## src/rtl/fp_add_result_buffer.sv

```systemverilog
// Result buffer behind the bfloat16 adder: FIFO of {sum, flags},
// cumulative sticky exception flags and a saturating result counter.
module fp_add_result_buffer #(
    parameter int DEPTH = 4,
    parameter int CNT_W = 8
) (
    input  logic                       clk,
    input  logic                       reset,
    input  logic                       in_valid,
    output logic                       in_ready,
    input  logic [15:0]                in_sum,
    input  logic                       in_underflow,
    input  logic                       in_overflow,
    input  logic                       in_inexact,
    output logic                       out_valid,
    input  logic                       out_ready,
    output logic [15:0]                out_sum,
    output logic [2:0]                 out_flags,
    output logic [$clog2(DEPTH):0]     level,
    output logic [2:0]                 sticky_flags,
    input  logic                       flags_clear,
    output logic [CNT_W-1:0]           result_count
);

    localparam int AW = $clog2(DEPTH);
    localparam int LW = AW + 1;
    localparam int EW = 19;

    logic [EW-1:0]    mem_q [DEPTH];
    logic [AW-1:0]    wr_ptr_q, wr_ptr_d;
    logic [AW-1:0]    rd_ptr_q, rd_ptr_d;
    logic [LW-1:0]    level_q, level_d;
    logic [2:0]       sticky_q, sticky_d;
    logic [CNT_W-1:0] count_q, count_d;

    logic          push;
    logic          pop;
    logic [2:0]    in_flags;
    logic [EW-1:0] head;

    assign in_flags  = {in_overflow, in_underflow, in_inexact};
    assign in_ready  = (level_q != LW'(DEPTH));
    assign out_valid = (level_q != '0);
    assign push      = in_valid & in_ready;
    assign pop       = out_valid & out_ready;

    // Occupancy is tracked explicitly so full and empty never alias.
    always_comb begin
        wr_ptr_d = wr_ptr_q;
        rd_ptr_d = rd_ptr_q;
        level_d  = level_q;
        if (push) begin
            wr_ptr_d = wr_ptr_q + AW'(1);
        end
        if (pop) begin
            rd_ptr_d = rd_ptr_q + AW'(1);
        end
        unique case ({push, pop})
            2'b10:   level_d = level_q + LW'(1);
            2'b01:   level_d = level_q - LW'(1);
            default: level_d = level_q;
        endcase
    end

    // A clear coinciding with a flagged push keeps that push's flags.
    always_comb begin
        sticky_d = flags_clear ? 3'b000 : sticky_q;
        if (push) begin
            sticky_d = sticky_d | in_flags;
        end
        count_d = count_q;
        if (push && (count_q != '1)) begin
            count_d = count_q + CNT_W'(1);
        end
    end

    always_ff @(posedge clk) begin
        if (reset) begin
            wr_ptr_q <= '0;
            rd_ptr_q <= '0;
            level_q  <= '0;
            sticky_q <= '0;
            count_q  <= '0;
        end else begin
            wr_ptr_q <= wr_ptr_d;
            rd_ptr_q <= rd_ptr_d;
            level_q  <= level_d;
            sticky_q <= sticky_d;
            count_q  <= count_d;
        end
    end

    // Storage is cleared so the head read is never X.
    always_ff @(posedge clk) begin
        if (reset) begin
            for (int i = 0; i < DEPTH; i++) begin
                mem_q[i] <= '0;
            end
        end else if (push) begin
            mem_q[wr_ptr_q] <= {in_sum, in_flags};
        end
    end

    assign head         = mem_q[rd_ptr_q];
    assign out_sum      = head[EW-1:3];
    assign out_flags    = head[2:0];
    assign level        = level_q;
    assign sticky_flags = sticky_q;
    assign result_count = count_q;

endmodule
```

## config.mk

```make
export PLATFORM = sky130hd
export DESIGN_NAME = fp_add_result_buffer
export DESIGN_NICKNAME = d
export VERILOG_FILES = /design/src/rtl/fp_add_result_buffer.sv
export SDC_FILE = /design/constraint.sdc
export NUM_CORES = 1
export LEC_CHECK = 0
export ABC_AREA = 1
export ABC_CLOCK_PERIOD_IN_PS = 2600
export CAP_MARGIN = 20
export CORE_ASPECT_RATIO = 1.75
export CORE_MARGIN = 5
export CORE_UTILIZATION = 40
export DETAILED_ROUTE_END_ITERATION = 8
export PLACE_DENSITY = 0.72
export SYNTH_ARGS = -nofsm -noshare
export SYNTH_HDL_FRONTEND = slang
export SYNTH_SLANG_ARGS = --single-unit
```

## constraint.sdc

```tcl
create_clock -name clk -period 2.6 [get_ports clk]
set_input_delay 0.52 -clock clk [delete_from_list [all_inputs] [get_ports clk]]
set_output_delay 0.52 -clock clk [all_outputs]
set_load 0.03 [all_outputs]
```

==> impl_metrics.yaml, run 1 <==
cells_and_area:
  final_net_count: 521
  syn2layout_area_growth_pct: 25.8
  drive_above_1_share_pct: 15.4
  final_cell_area_um2: 5430
  finish.utilization_pct: 51.0
  num_antenna_cells: 0
logic_synthesis:
  synth_top_family_by_area: "simple AND/OR/NAND/NOR gates"
  muxShareOfSynthArea_pct: 0
  synth_xor_area_share_pct: 0.406
  yosysTopAreaCell: "edfxtp_1"
  synth_edf_count: 76
  syn-num-nets: 454
  synth-async-reset-ratio_pct: 0
  postSynthAreaPerCell_um2: 10.1
  synth_top_flop_cell: "edfxtp_1"
  synth_cells: 427
  yosys.area_share.simple_pct: 19.3
  synth_area_leaders: "edfxtp_1, nor2_1, dfxtp_1"
  synth_seq_cells: 96
  yosys.area_share.adder_pct: 1.04
  synth_warnings: 0
  synth_most_common_cell: "nor2_1"
  synth.top_cell.area_share_pct: 52.9
  yosys-top-cells-count: "nor2_1, edfxtp_1, o21ai_0, inv_1, nand2_1"
  synth_compound_area_share_pct: 10.4
  netlist_area_um2: 4310
  ys_types: 26
  yosysSeqAreaShare_pct: 62.2
floorplan:
  die_w_um: 88.5
  die-area_um2: 13000
  rows: 50
  ioPinCount: 59
  start_util_pct: 40.6
  core_area_um2: 10600
  die_h_um: 147
timing:
  final_hold_viol_count: 0
  rsz0062_at_grt: "no"
  slew_headroom_pct: 30.3
  period_minus_slack_ns: 2.31
  slew_viol_final: 0
  fin_ws_ns: 0.295
  holdWs_ns: 0.471
  period_share_pct: 88.7
  fmax_mhz: 434
  finClkSkew_ns: 0.00953
  setup_viol_count_final: 0
  tightest_slew_ns: 1.04
clock_tree:
  cts_buffers: 9
  cts_tree: "done"
  cts_max_level: 3
  worstSkewPairLatency_ns: 0.35
  path_clk_slew_ns: 0.07
  hold_buffers: 0
  max-clock-path-buffers: 2
  clock_sinks: 96
  post-cts-setup-buffers: 0
  cts_root_buffer: "clkbuf_16"
power:
  design_power_total_mw: 4.84
  p_leak_nw: 2.28
  p_per_area_nw_per_um2: 893
  p_sw_mw: 1.71
  ir_drop_v: 0.000527
  clock_power_share_pct: 26.5
  combPwrFrac_pct: 34.3
  power.internal_mw: 3.14
  p_seq_share_pct: 39.2
  p_sw_share_pct: 35.2
worst_setup_path:
  worstPathRequired_ns: 2.08
  crit_path_start_kind: "flop"
  worstPathArrival_ns: 1.79
  r2r_slack_ns: 0.55
  worstPathMaxFanout: 30
  crit_type: "reg2out"
  worstRegToRegCells: 11
  r2r_end: "level[2]$_SDFFE_PP0P_"
  cp-end-kind: "output pin"
  rr_startpoint: "level[2]$_SDFFE_PP0P_"
route:
  drt_iter0_markers: 283
  drc_errors: 0
  antenna_left: 0
  vias_per_cell: 5.10
  totalWireLength_um: 9840
  wl_per_cell_um: 15.6
  first_pass_iters: 5
  vias: 3210
global_route:
  grt_max_degree: 31
  grt_use_total_pct: 16.2
  antenna_found_initial: 0
  gr-total-overflow: 0
  grt_pass1_wl_um: 16000
  grt_pass1_vias: 3285
run_status:
  status: "completed"
job:
  maxCapViolCount: 0
hold_path:
  min_to: "sticky_flags[2]$_SDFF_PP0_"
  holdCritStartpoint: "sticky_flags[2]$_SDFF_PP0_"
  hold_class: "reg2reg"
  whs_path_depth: 2
place:
  io_buffers: 58
  finalWeightedCongestion: 0.818
  dpl-instance-area_um2: 5120
  dp_slack_ns: 0.200
  dp_hpwl_um: 6680
-- power groups by stage --
stage / sequential, mW / clock (mW) / combinational [mW]
after floorplan: 1.96 / 0 / 0.999
after global placement: 1.92 / 0 / 1.67
after detailed placement: 1.93 / 0 / 1.70
after CTS: 1.90 / 1.30 / 1.69
after global routing: 1.92 / 1.37 / 1.80
final: 1.90 / 1.28 / 1.66
-- critical path, stage by stage, from the launching register on --
cell and delay, ns:
dfxtp_1 0.35, buf_4 0.31, o21ai_0 0.14, o22ai_1 0.19
dlygate4sd2_1 0.44
-- layout make-up --
type	count	area, um2
Clock buffer	12	268
Clock inverter	4	23.8
Fill cell	981	5210
Inverter	42	158
Multi-Input combinational cell	267	1360
Sequential cell	96	2680
Tap cell	130	163
Timing Repair Buffer	78	767
-- flip-flops by register name, summed over array words and instances, names as in the netlist, named ones only --
name / flops
mem_q: 76
result_count: 8
level: 3
sticky_flags: 3
rd_ptr_q: 2
wr_ptr_q: 2
-- stage by stage --
step | instances | TNS, ns
after floorplan | 427 | -4.66
after global placement | 613 | 0
after detailed placement | 613 | 0
after CTS | 629 | 0
after global routing | 629 | 0
final | 629 | 0
-- placed cells by master (no fill, tap or decap), types with 3 or more instances in the layout --
master	instances
nand2_2	8
inv_1	42
nand2_1	31
buf_4	26
nand2_4	12
dlymetal6s2s_1	6
clkbuf_16	10
clkdlybuf4s50_1	39
dfxtp_1	19
nor2_2	3
a21oi_1	12
o22ai_1	19
nand3_1	8
nor2_1	111
edfxtp_1	76
inv_4	3
o21ai_0	48
dlygate4sd2_1	3
buf_12	4
-- layer usage --
| layer | vias to the layer above | global-route usage (%) | routed length [um] |
|---|---|---|---|
| li1 | 1557 | - | - |
| met1 | 1569 | 17.9 | 3700 |
| met2 | 72 | 29.2 | 5480 |
| met3 | 12 | 3.59 | 472 |
| met4 | 0 | 6.81 | 180 |
| met5 | - | 0 | 0 |
-- kinds of logic (layout without fill, tap and decap cells) --
kind of cell | count (synthesis) | after routing
compound gates | 83 | 83
flops | 96 | 96
simple gates | 179 | 179
fa+ha+maj | 3 | 3
buf+inv | 64 | 136
xor+xnor | 2 | 2
-- repair_timing --
action | CTS | global route
resized for setup | 3 | 7
setup endpoints to repair | 3 | 6
endpoints found under the hold margin | 0 | 0
-- worst max-delay path by stage --
stage	cells after the start	slack (ns)	from	to
floorplan	4	-0.12	level[1]$_SDFFE_PP0P_	mem_q[1][0]$_SDFFCE_PN0P_
CTS	4	0.02	flop	out_flags[0]
global placement	3	0.21	in_valid	mem_q[3][3]$_DFFE_PP_
global route	4	0.18	flop	out_flags[2]
finish	4	0.29	flop	out_flags[2]
detailed placement	3	0.20	in_valid	mem_q[3][9]$_DFFE_PP_
(Power assumes the default switching activity.)
==> run 2, diff against run 1 <==
Settings changed: PLACE_DENSITY 0.72 to default, PLACE_DENSITY_LB_ADDON from default to 0.1.
==> run 2 against run 1 <==
  * Flip-flop and latch count did not move
  * Critical path depth unchanged
  * Highest routed layer unchanged
  * Non-clock buffer count is the same
  * Final cell count fell by 0.16%
  * Register-to-register slack got worse by 0.02 ns
  * Worst setup slack got worse by 0.24 ns
  * Core utilization shrank 0.67 points
  * Power fell by 2.3%
  * Count of clock-buffer cells in the layout shrank 1
  * Sequential power about the same
==> impl_metrics.yaml, run 2 (synthesized netlist as in run 1, its figures left out) <==
run_status:
  status: "completed"
timing:
  period_minus_slack_ns: 2.54
  fmax_mhz: 393
  tightest_slew_ns: 1.06
  holdWs_ns: 0.469
  final_hold_viol_count: 0
  slew_headroom_pct: 29.1
  setup_viol_count_final: 0
  period_share_pct: 97.8
  rsz0062_at_grt: "no"
  finClkSkew_ns: 0.00499
  slew_viol_final: 0
floorplan:
  rows: 50
  die_w_um: 88.5
  start_util_pct: 40.6
  core_area_um2: 10600
  die_h_um: 147
  die-area_um2: 13000
  ioPinCount: 59
hold_path:
  whs_path_depth: 2
  hold_class: "reg2reg"
  holdCritStartpoint: "sticky_flags[2]$_SDFF_PP0_"
  min_to: "sticky_flags[2]$_SDFF_PP0_"
clock_tree:
  clock_sinks: 96
  cts_tree: "done"
  cts_root_buffer: "clkbuf_16"
  worstSkewPairLatency_ns: 0.34
  max-clock-path-buffers: 2
  cts_max_level: 3
  hold_buffers: 0
  path_clk_slew_ns: 0.06
  cts_buffers: 9
worst_setup_path:
  worstPathRequired_ns: 2.08
  critPathTopFamily: "buffers and inverters"
  worstRegToRegCells: 11
  worstPathMaxFanout: 25
  r2r_end: "level[2]$_SDFFE_PP0P_"
  crit_buf_inv: 2
  cpPeakStageDelay_ns: 0.69
  cp-end-kind: "output pin"
  crit_slowest_cell: "clkdlybuf4s50_1"
  rr_startpoint: "level[2]$_SDFFE_PP0P_"
  crit_type: "reg2out"
  worstPathArrival_ns: 2.02
  cp_num_cells: 4
  crit_chain: "buf_4 -> o21ai_0 -> o22ai_1 -> clkdlybuf4s50_1"
  r2r_slack_ns: 0.53
  crit_path_start_kind: "flop"
place:
  dp_hpwl_um: 6620
  dpl-instance-area_um2: 5060
  placed_cells_incl_taps: 609
  io_buffers: 58
  finalWeightedCongestion: 0.795
job:
  maxCapViolCount: 0
cells_and_area:
  final_net_count: 521
  drive_above_1_share_pct: 15.5
  largest_reg_flops: 76
  finish.utilization_pct: 50.4
  largest-register: "mem_q"
  syn2layout_area_growth_pct: 24.2
  num-fill-cells: 1001
  final_common_cell: "nor2_1"
  final_cell_mix: "nor2_1, edfxtp_1, o21ai_0"
  fin_cells: 628
  regArea_um2: 2680
  multiInputGateArea_um2: 1360
  final_cell_area_um2: 5360
  num_antenna_cells: 0
power:
  p_leak_nw: 2.21
  p_per_area_nw_per_um2: 884
  ir_drop_v: 0.000491
  design_power_total_mw: 4.73
route:
  antenna_left: 0
  drc_errors: 0
  vias: 3143
  vias_per_cell: 5.00
  wl_per_cell_um: 15.8
  first_pass_iters: 4
  drt_iter0_markers: 152
  totalWireLength_um: 9950
global_route:
  grt_use_total_pct: 16.1
  grt_pass1_wl_um: 15700
  grt_pass1_vias: 3182
  gr-total-overflow: 0
  antenna_found_initial: 0
  grt_max_degree: 26
[run 2: changes by cell type in the layout (fill, tap and decap cells not counted), moves of 2 or more]
cell            delta
buf_12             -2
buf_4              +4
clkinv_2           +2
clkinvlp_4         +3
dlymetal6s2s_1     -3
inv_1              -2
inv_4              -3
[run 2: final cells by class]
class	count	share of cell area, %
flip-flops and latches	96	50.1
multi-input cells	267	25.4
repair buffers	78	13.6
clock buffers	11	4.35
inverters	42	3.08
well taps	130	3.04
clock inverters	4	0.421
[run 2: worst max-delay path by stage]
stage,to,slack (ns)
after floorplan,mem_q[1][0]$_SDFFCE_PN0P_,-0.12
after global placement,level[2]$_SDFFE_PP0P_,0.22
after detailed placement,mem_q[3][9]$_DFFE_PP_,0.20
after CTS,out_sum[12],0.004
after global routing,out_sum[7],0.008
final,out_sum[7],0.06
[run 2: power by group]
| group | switching [mW] | internal (mW) |
|---|---|---|
| clock | 0.519 | 0.638 |
| combinational | 1.09 | 0.588 |
| sequential | 0.0728 | 1.82 |
| total | 1.68 | 3.05 |
[run 2: timing repair]
item                       CTS  global route
setup buffers                0             4
resized for setup            5             3
setup endpoints to repair    7             4
[run 2: stage by stage]
stage	setup TNS, ns	setup slack (ns)
finish	0	0.0576
global route	0	0.00770
CTS	0	0.00356
detailed placement	0	0.204
global placement	0	0.219
floorplan	-4.66	-0.123
[run 2: per-layer routing]
layer | track usage [%] | wire (um)
met3 | 3.59 | 450
met1 | 18.3 | 3790
met2 | 28.5 | 5500
met4 | 6.73 | 212
met5 | 0 | 0
[run 2: worst register-to-register path: stages, from the launching register on]
cell     delay (ns)
dfxtp_1        0.43
inv_1          0.09
nand2_1        0.09
nand2_1        0.07
inv_1          0.12
ha_1           0.17
inv_1          0.07
fa_1           0.38
or2_2          0.30
nand2_1        0.08
o21ai_0        0.07
a21oi_1        0.12
==> run 3, diff against run 2 <==
Settings changed: CTS_CLUSTER_SIZE from default to 40.
==> results of run 3 <==
The final DEF is identical to that of run 2; final timing and power are the same.
